--- src/rtl/time_set_ctrl.sv ---
// time_set_ctrl: front-panel set-time sequencer for the time-of-day counter.
// Captures the running time, lets the user edit hours, minutes and seconds
// with up/down wrap, then holds a commit load request long enough for the
// counter's slow tick to sample it. Also drives a blink strobe for the field
// being edited.
module time_set_ctrl #(
    parameter int unsigned BLINK_HALF  = 25_000_000,
    parameter int unsigned TIMEOUT_CYC = 500_000_000,
    parameter int unsigned COMMIT_CYC  = 100_000_000
) (
    input  logic       clock,
    input  logic       reset,
    input  logic       btn_mode,
    input  logic       btn_up,
    input  logic       btn_down,
    input  logic [6:0] run_hora,
    input  logic [6:0] run_min,
    input  logic [6:0] run_sec,
    output logic [2:0] cont,
    output logic [6:0] hora,
    output logic [6:0] min,
    output logic [6:0] sec,
    output logic       blink
);

    localparam logic [2:0] ST_RUN    = 3'd0;
    localparam logic [2:0] ST_SET_H  = 3'd1;
    localparam logic [2:0] ST_SET_M  = 3'd2;
    localparam logic [2:0] ST_SET_S  = 3'd3;
    localparam logic [2:0] ST_COMMIT = 3'd4;

    localparam logic [6:0]  HORA_MAX = 7'd23;
    localparam logic [6:0]  MS_MAX   = 7'd59;

    localparam logic [31:0] BLINK_LAST   = 32'(BLINK_HALF - 1);
    localparam logic [31:0] TIMEOUT_LAST = 32'(TIMEOUT_CYC - 1);
    localparam logic [31:0] COMMIT_LAST  = 32'(COMMIT_CYC - 1);

    // Wrap is an explicit compare so the 7-bit field never relies on overflow.
    function automatic logic [6:0] field_inc(input logic [6:0] v, input logic [6:0] vmax);
        return (v == vmax) ? 7'd0 : v + 7'd1;
    endfunction

    function automatic logic [6:0] field_dec(input logic [6:0] v, input logic [6:0] vmax);
        return (v == 7'd0) ? vmax : v - 7'd1;
    endfunction

    // Out-of-range values from the counter load as zero.
    function automatic logic [6:0] field_clamp(input logic [6:0] v, input logic [6:0] vmax);
        return (v > vmax) ? 7'd0 : v;
    endfunction

    function automatic logic [2:0] cont_of(input logic [2:0] st);
        case (st)
            ST_SET_H:  return 3'b100;
            ST_SET_M:  return 3'b010;
            ST_SET_S:  return 3'b001;
            ST_COMMIT: return 3'b111;
            default:   return 3'b000;
        endcase
    endfunction

    logic [2:0]  state_q, state_d;
    logic [2:0]  cont_q, cont_d;
    logic [6:0]  hora_q, hora_d, min_q, min_d, sec_q, sec_d;
    logic        blink_q, blink_d;
    logic [31:0] blink_cnt_q, blink_cnt_d;
    logic [31:0] idle_cnt_q, idle_cnt_d;
    logic [31:0] commit_cnt_q, commit_cnt_d;
    logic        mode_prev_q, mode_prev_d;
    logic        up_prev_q, up_prev_d;
    logic        down_prev_q, down_prev_d;

    logic press_mode, press_up, press_down, any_press, step_up, step_down;

    // Next-state, field editing, timeout, blink and commit-hold logic.
    always_comb begin
        press_mode = btn_mode & ~mode_prev_q;
        press_up   = btn_up & ~up_prev_q;
        press_down = btn_down & ~down_prev_q;
        any_press  = press_mode | press_up | press_down;
        step_up    = press_up & ~press_down;
        step_down  = press_down & ~press_up;

        mode_prev_d  = btn_mode;
        up_prev_d    = btn_up;
        down_prev_d  = btn_down;
        state_d      = state_q;
        hora_d       = hora_q;
        min_d        = min_q;
        sec_d        = sec_q;
        blink_d      = blink_q;
        blink_cnt_d  = blink_cnt_q;
        idle_cnt_d   = idle_cnt_q;
        commit_cnt_d = commit_cnt_q;

        case (state_q)
            ST_RUN: begin
                if (press_mode) begin
                    hora_d  = field_clamp(run_hora, HORA_MAX);
                    min_d   = field_clamp(run_min, MS_MAX);
                    sec_d   = field_clamp(run_sec, MS_MAX);
                    state_d = ST_SET_H;
                end
            end
            ST_SET_H, ST_SET_M, ST_SET_S: begin
                if (press_mode) begin
                    if (state_q == ST_SET_H)      state_d = ST_SET_M;
                    else if (state_q == ST_SET_M) state_d = ST_SET_S;
                    else                          state_d = ST_COMMIT;
                end else if (any_press) begin
                    // Any press (including a cancelling up+down pair) restarts
                    // the idle timeout and the blink phase.
                    idle_cnt_d  = 32'd0;
                    blink_cnt_d = 32'd0;
                    blink_d     = 1'b1;
                    if (state_q == ST_SET_H) begin
                        if (step_up)        hora_d = field_inc(hora_q, HORA_MAX);
                        else if (step_down) hora_d = field_dec(hora_q, HORA_MAX);
                    end else if (state_q == ST_SET_M) begin
                        if (step_up)        min_d = field_inc(min_q, MS_MAX);
                        else if (step_down) min_d = field_dec(min_q, MS_MAX);
                    end else begin
                        if (step_up)        sec_d = field_inc(sec_q, MS_MAX);
                        else if (step_down) sec_d = field_dec(sec_q, MS_MAX);
                    end
                end else if (idle_cnt_q == TIMEOUT_LAST) begin
                    state_d = ST_COMMIT;
                end else begin
                    idle_cnt_d = idle_cnt_q + 32'd1;
                    if (blink_cnt_q == BLINK_LAST) begin
                        blink_d     = ~blink_q;
                        blink_cnt_d = 32'd0;
                    end else begin
                        blink_cnt_d = blink_cnt_q + 32'd1;
                    end
                end
            end
            ST_COMMIT: begin
                if (commit_cnt_q == COMMIT_LAST) state_d = ST_RUN;
                else                             commit_cnt_d = commit_cnt_q + 32'd1;
            end
            default: state_d = ST_RUN;
        endcase

        // Every state change restarts all counters; SET states open with blink on.
        if (state_d != state_q) begin
            idle_cnt_d   = 32'd0;
            blink_cnt_d  = 32'd0;
            commit_cnt_d = 32'd0;
            blink_d      = (state_d == ST_SET_H) || (state_d == ST_SET_M) || (state_d == ST_SET_S);
        end

        cont_d = cont_of(state_d);
    end

    // State and output registers; reset is asynchronous, active-low.
    always_ff @(posedge clock or negedge reset) begin
        if (!reset) begin
            state_q      <= ST_RUN;
            cont_q       <= 3'b000;
            hora_q       <= 7'd0;
            min_q        <= 7'd0;
            sec_q        <= 7'd0;
            blink_q      <= 1'b0;
            blink_cnt_q  <= 32'd0;
            idle_cnt_q   <= 32'd0;
            commit_cnt_q <= 32'd0;
            mode_prev_q  <= 1'b0;
            up_prev_q    <= 1'b0;
            down_prev_q  <= 1'b0;
        end else begin
            state_q      <= state_d;
            cont_q       <= cont_d;
            hora_q       <= hora_d;
            min_q        <= min_d;
            sec_q        <= sec_d;
            blink_q      <= blink_d;
            blink_cnt_q  <= blink_cnt_d;
            idle_cnt_q   <= idle_cnt_d;
            commit_cnt_q <= commit_cnt_d;
            mode_prev_q  <= mode_prev_d;
            up_prev_q    <= up_prev_d;
            down_prev_q  <= down_prev_d;
        end
    end

    assign cont  = cont_q;
    assign hora  = hora_q;
    assign min   = min_q;
    assign sec   = sec_q;
    assign blink = blink_q;

endmodule
--- config.mk ---
export PLATFORM = sky130hd
export DESIGN_NAME = time_set_ctrl
export DESIGN_NICKNAME = d
export VERILOG_FILES = /design/src/rtl/time_set_ctrl.sv
export SDC_FILE = /design/constraint.sdc
export NUM_CORES = 1
export LEC_CHECK = 0
export ABC_AREA = 1
export ABC_CLOCK_PERIOD_IN_PS = 2050
export CORE_MARGIN = 4
export CORE_UTILIZATION = 38
export DETAILED_ROUTE_END_ITERATION = 6
export GPL_TIMING_DRIVEN = 0
export PLACE_DENSITY = 0.69
export SLEW_MARGIN = 10
export SYNTH_ARGS = -nofsm -noshare
export SYNTH_HDL_FRONTEND = slang
export SYNTH_SLANG_ARGS = --single-unit
--- constraint.sdc ---
create_clock -name clock -period 2.05 [get_ports clock]
set_input_delay 0.205 -clock clock [delete_from_list [all_inputs] [get_ports clock]]
set_output_delay 0.205 -clock clock [all_outputs]
set_load 0.02 [all_outputs]
======== Word level (Yosys, flattened, before mapping) ========
Index checks and enable logic that the tools add are counted.
W data, S select, Z words.
storage, ports and cells
  flip-flop bits (word level) ............. 127
  input bits .............................. 26
  output and inout bits ................... 25
  logic and storage cells ................. 141
operators by class
  add/subtract/negate cells ............... 9
  $lt $le $gt $ge ......................... 3
  equality and inequality tests ........... 26
  muxes and demuxes ....................... 61
  bitwise operators ....................... 13
  reductions and logical operators ........ 17
operator list
  operator                 count
  $mux W32                 14
  $mux W7                  29
  $add A32 B1 Y32 const B  3
  $pmux W7 S2              3
  $eq A32 B25 Y1 const B   1
  $eq A32 B27 Y1 const B   1
  $eq A32 B29 Y1 const B   1
  $add A7 B1 Y7 const B    3
  $logic_not A7 Y1         3
  $mux W3                  7
  $sub A7 B1 Y7 const B    3
  $eq A7 B6 Y1 const B     2
  $gt A7 B6 Y1 const B     2
  $ne A2 B2 Y1 const B     7
  $reduce_and A7 Y1        2
  $eq A3 B2 Y1 const B     4
  $pmux W3 S4              1
  $pmux W3 S3              1
  $eq A7 B5 Y1 const B     1
  $gt A7 B5 Y1 const B     1
  $eq A3 B1 Y1 const B     2
  $eq A3 B3 Y1 const B     2
  $mux W1                  6
  $not A1 Y1               6
  15 further kinds         24

======== Longest topological paths before layout ========
  depth in word-level cells ............... 11
  mapped depth ............................ 15
  mapped depth without buffers ............ 14

======== Least setup slack after synthesis ========
OpenSTA, ideal clock, no wires.
  path type ............................... register to register
  start point ............................. register commit_cnt_q[0]
  end point ............................... register blink_cnt_q[18]
  arrival time ............................ 1,827 ps
  slack ................................... 104 ps
  stages on the path, launching flop included .. 13
  buffers on the path ..................... 2
  clock period less this slack ............ 1,946 ps
  cells stage by stage .................... dfrtp_1 ha_1 nand3_1 nor2_2 nand2_1 nor2_1 o21ai_1 nand2_2 nor2_8 buf_8 buf_6 nand3_2 nand2_1
on the way
  cells in the longest elaborated chain, start to end .. 6
  elaborated cells on any way between the ends .. 9
  classes of those cells .................. 4 x eq/ne; 3 x mux; 2 x reduce/logical
ends and longest elaborated chain
  item                                                   line  source
  start, declared                                        69    logic [31:0] commit_cnt_q, commit_cnt_d;
  start signal, assigned                                 181   commit_cnt_q <= commit_cnt_d;
  $eq A32 B27 Y1 (*)                                     140   if (commit_cnt_q == COMMIT_LAST) state_d = ST_RUN;
  $mux W3 (*)                                            140
  $pmux W3 S3 (*)                                        97    case (state_q)
  $ne A3 B3 Y1 (*)                                       147   if (state_d != state_q) begin
  $ne A3 B2 Y1 (no source line) (tied with other cells)  n/a
  $reduce_and A3 Y1 (no source line)                     n/a
  end signal, assigned                                   179   blink_cnt_q <= blink_cnt_d;
  end, declared                                          67    logic [31:0] blink_cnt_q, blink_cnt_d;
Mark *: on every way between the ends. The rest lies on a longest branch, timed or not.
A chain may end at the register's enable or synchronous reset.

======== Worst setup path in the final report ========
  start point ............................. register idle_cnt_q[0]
  end point ............................... register blink_q, in the netlist blink
on the way
  cells in the longest elaborated chain, start to end .. 9
  elaborated cells on any way between the ends .. 17
  classes of those cells .................. 7 x eq/ne; 5 x mux; 5 x reduce/logical
ends and longest elaborated chain
  item                                                       line  source
  start, declared                                            68    logic [31:0] idle_cnt_q, idle_cnt_d;
  start signal, assigned                                     180   idle_cnt_q <= idle_cnt_d;
  $eq A32 B29 Y1 (*)                                         127   end else if (idle_cnt_q == TIMEOUT_LAST) begin
  branches (longest 8 deep; another with $reduce_and A4 Y1)  n/a
  end signal, assigned                                       178   blink_q <= blink_d;
  end, declared                                              66    logic blink_q, blink_d;
Every way passes the cells marked *.

==> metrics.csv <==
metric,value,unit
status,"complete, but fails checks",
violations,setup timing,
synthXorXnorAreaFrac,8.49,%
layout_common_cells,"nand2_1 (299), nand3_1 (174), nor2_1 (165), inv_1 (125), dfrtp_1 (125)",
rr_endpoint,blink$_DFFE_PN0P_,
io_pins,51,
clock-skew-final,0.0104,ns
cts_tree,done,
synth_top_area_cell,dfrtp_1,
yosysSeqAreaShare,34.2,%
final_common_cell,nand2_1,
synthFlopType,dfrtp_1,
setup_viol,39,
worstHoldEndpoint,down_prev_q$_DFF_PN0_,
max-cap-violations,0,
fin_total_pwr,12000,µW
crit_path_end_kind,flip-flop,
relSlewSlack,52.8,%
cpPeakStageDelay,0.42,ns
io_buffers,50,
synthCells,1350,
area_growth_syn_to_layout,19.3,%
clkLatencyLatePin,0.44,ns
fin_area,11100,µm²
p_seq_share,25.9,%
synth_area_per_cell,6.88,µm²
arrival,2.46,ns
worstSetupStartpointType,flip-flop,
worst_pin_slew,0.708,ns
avgRoutedWirePerCell,16.2,µm
clockBufferDepth,2,
path_cells,ha_4 -> nand3_4 -> inv_2 -> nand2_4 -> nor2_8 -> nand3_4 -> nand2_4 -> nand2_1 -> nand2_4 -> buf_4 -> nor2_4 -> buf_6 -> o211ai_1 -> nand2_1,
p_leak,0.00465,µW
irDropWorstVdd,0.814,mV
row_count,56,
cts-buffers-inserted,17,
p_sw_share,46.0,%
syn-num-nets,1386,
r2r_slack,-0.04,ns
initial_utilization,39.1,%
combPwrFrac,48.3,%
grt_pass1_vias,9231,
grt_pass1_wl,47.0,mm
synth_compound_area_share,6.27,%
die_w,164,µm
final.period_utilization,102,%
fmax,478,MHz
dp_hpwl,21.0,mm
fp.dieArea,27000,µm²
drtAntennaViolNets,0,
ys_types,40,
cp_top_family,simple AND/OR/NAND/NOR gates,
final-max-slew-violation-count,0,
synthMuxAreaShare,0,%
finalSetupTns,-0.629,ns
pre_cts_ws,-0.799,ns
place_area,10200,µm²
slowest_stage,dfrtp_1,
htreeDepth,4,
synth_edf_count,0,
regToRegStartpoint,idle_cnt_q[0]$_DFFE_PN0P_,
p_per_area,1080,nW/µm²
cts.root.buffer_cell,clkbuf_16,
diodes,0,
critical_path_class,reg2reg,
path_buf_inv,3,
clkSinkCount,127,
overflow,0,
wl,28.5,mm
antenna_found_initial,0,
synthSimpleGateAreaFrac,41.3,%
firstDrtPassIters,5,
yosys-top-cells-area,"dfrtp_1 (34%), nand2_1 (12%), nand3_1 (9.5%), nor2_1 (7.0%), xor2_1 (6.7%)",
post-route-worst-setup-slack,-0.0427,ns
min-delay-start,btn_down,
rsz0062_at_grt,yes,
ys_seq_elements,127,
internal_power,6480,µW
vias_per_cell,5.42,
critPathMaxFanout,10,
critPathRequiredTime,2.42,ns
drc,0,
clockPowerShare,25.8,%
finish.utilization,46.6,%
die_y,164,µm
synth_top_area_share,34.2,%
period_needed,2.09,ns
drive_gt1_share,9.57,%
cpMostUsedCell,nand2_4,
yosys_warnings,0,
grt_usage,21.5,%
p_switching,5520,µW
cts.clk_slew.worst_paths,0.07,ns
drtIter0Drc,792,
core_region_area,23800,µm²
synth_fa_ha_area_share,1.35,%
hp-class,in2reg,
vias,9547,
synthesis.area,9290,µm²
ys_async_sr_fraction,100,%
grt_max_degree,88,
ff2ff_path_depth,14,
nets,1465,
hold_viol,0,
synth_top_family_by_area,simple AND/OR/NAND/NOR gates,
place.gp.congestion,0.944,
hold_path_depth,1,
## kinds of logic after synthesis
group	after synthesis
flip-flops	127
XOR/XNOR	90
buffers and inverters	184
AND/OR/NAND/NOR	834
AO/OA/AOI/OAI	105
adder cells (fa/ha/maj)	10
## flip-flops by register name, indices dropped and copies added, names as in the netlist, 3 cells and up
| signal | cells |
|---|---|
| cont | 3 |
| idle_cnt_q | 32 |
| hora | 7 |
| state_q | 3 |
| min | 7 |
| blink_cnt_q | 32 |
| commit_cnt_q | 32 |
| sec | 7 |
## power by group through the flow
stage / registers (µW) / logic [µW] / clock network (µW)
after detailed placement: 3120 / 5300 / 0
after floorplan: 3280 / 3250 / 0
after global placement: 3120 / 5240 / 0
after global routing: 3150 / 6280 / 3240
final: 3110 / 5790 / 3100
after CTS: 3090 / 5630 / 3130
## layer usage
layer	up-vias	wire length (µm)	GRT usage (%)
li1	4634	-	-
met1	4560	13300	30.4
met2	309	13000	33.9
met3	44	1750	4.39
met4	0	520	5.26
met5	-	0	0
## stage by stage
stage               hold slack (ns)  cells
floorplan                   -0.0906   1350
global placement              0.550   1719
detailed placement            0.153   1720
CTS                           0.228   1759
global route                  0.237   1761
finish                        0.227   1761
## worst max path at each step
stage | from | end | depth (start not counted)
2_1_floorplan | commit_cnt_q[0]$_DFFE_PN0P_ | blink_cnt_q[18]$_DFFE_PN0P_ | 12
3_3_place_gp | reset | commit_cnt_q[0]$_DFFE_PN0P_ | 1
3_5_place_dp | btn_down | min[3]$_DFFE_PN0P_ | 11
4_1_cts | state_q[0]$_DFF_PN0_ | commit_cnt_q[13]$_DFFE_PN0P_ | 11
5_1_grt | up_prev_q$_DFF_PN0_ | sec[6]$_DFFE_PN0P_ | 10
6_report | idle_cnt_q[0]$_DFFE_PN0P_ | blink$_DFFE_PN0P_ | 14
## layout make-up
type	instances	area (µm²)
well taps	319	399
clock buffers	17	425
inverters	133	499
multi-input cells	1040	5470
flip-flops and latches	127	3180
plain buffers	50	343
clock inverters	15	159
fillers	2386	12700
repair buffers	60	599
## worst register-to-register path, stage by stage, from the launching register on
cell      delay, ns
dfrtp_1        0.42
ha_4           0.20
nand3_4        0.10
inv_2          0.06
nand2_4        0.11
nor2_8         0.06
nand3_4        0.11
nand2_4        0.07
nand2_1        0.11
nand2_4        0.08
buf_4          0.15
nor2_4         0.16
buf_6          0.19
o211ai_1       0.11
nand2_1        0.10
## Yosys cell counts (2+ instances only)
cell	n
a21oi_1	13
a22oi_1	3
a31oi_1	2
a41oi_1	2
buf_1	7
buf_2	15
buf_6	7
clkbuf_1	20
dfrtp_1	127
ha_1	10
inv_1	126
inv_2	7
nand2_1	303
nand2_2	2
nand2_4	3
nand3_1	176
nand3_2	12
nand4_1	65
nor2_1	173
nor2_2	4
nor2_8	2
nor3_1	71
nor3b_1	7
nor4_1	2
o211ai_1	8
o21ai_0	56
o21ai_1	13
o22ai_1	2
o31ai_1	4
or2_2	10
xnor2_1	19
xor2_1	71
## what timing repair did
item	4_1_cts	5_1_grt
endpoints found under the hold margin	40	0
resized for setup	39	29
hold buffers	1	0
buffers inserted	6	2
endpoints found under the setup margin	119	120
pin swaps	3	0
cloned	1	0
(Power assumes the default switching activity.)
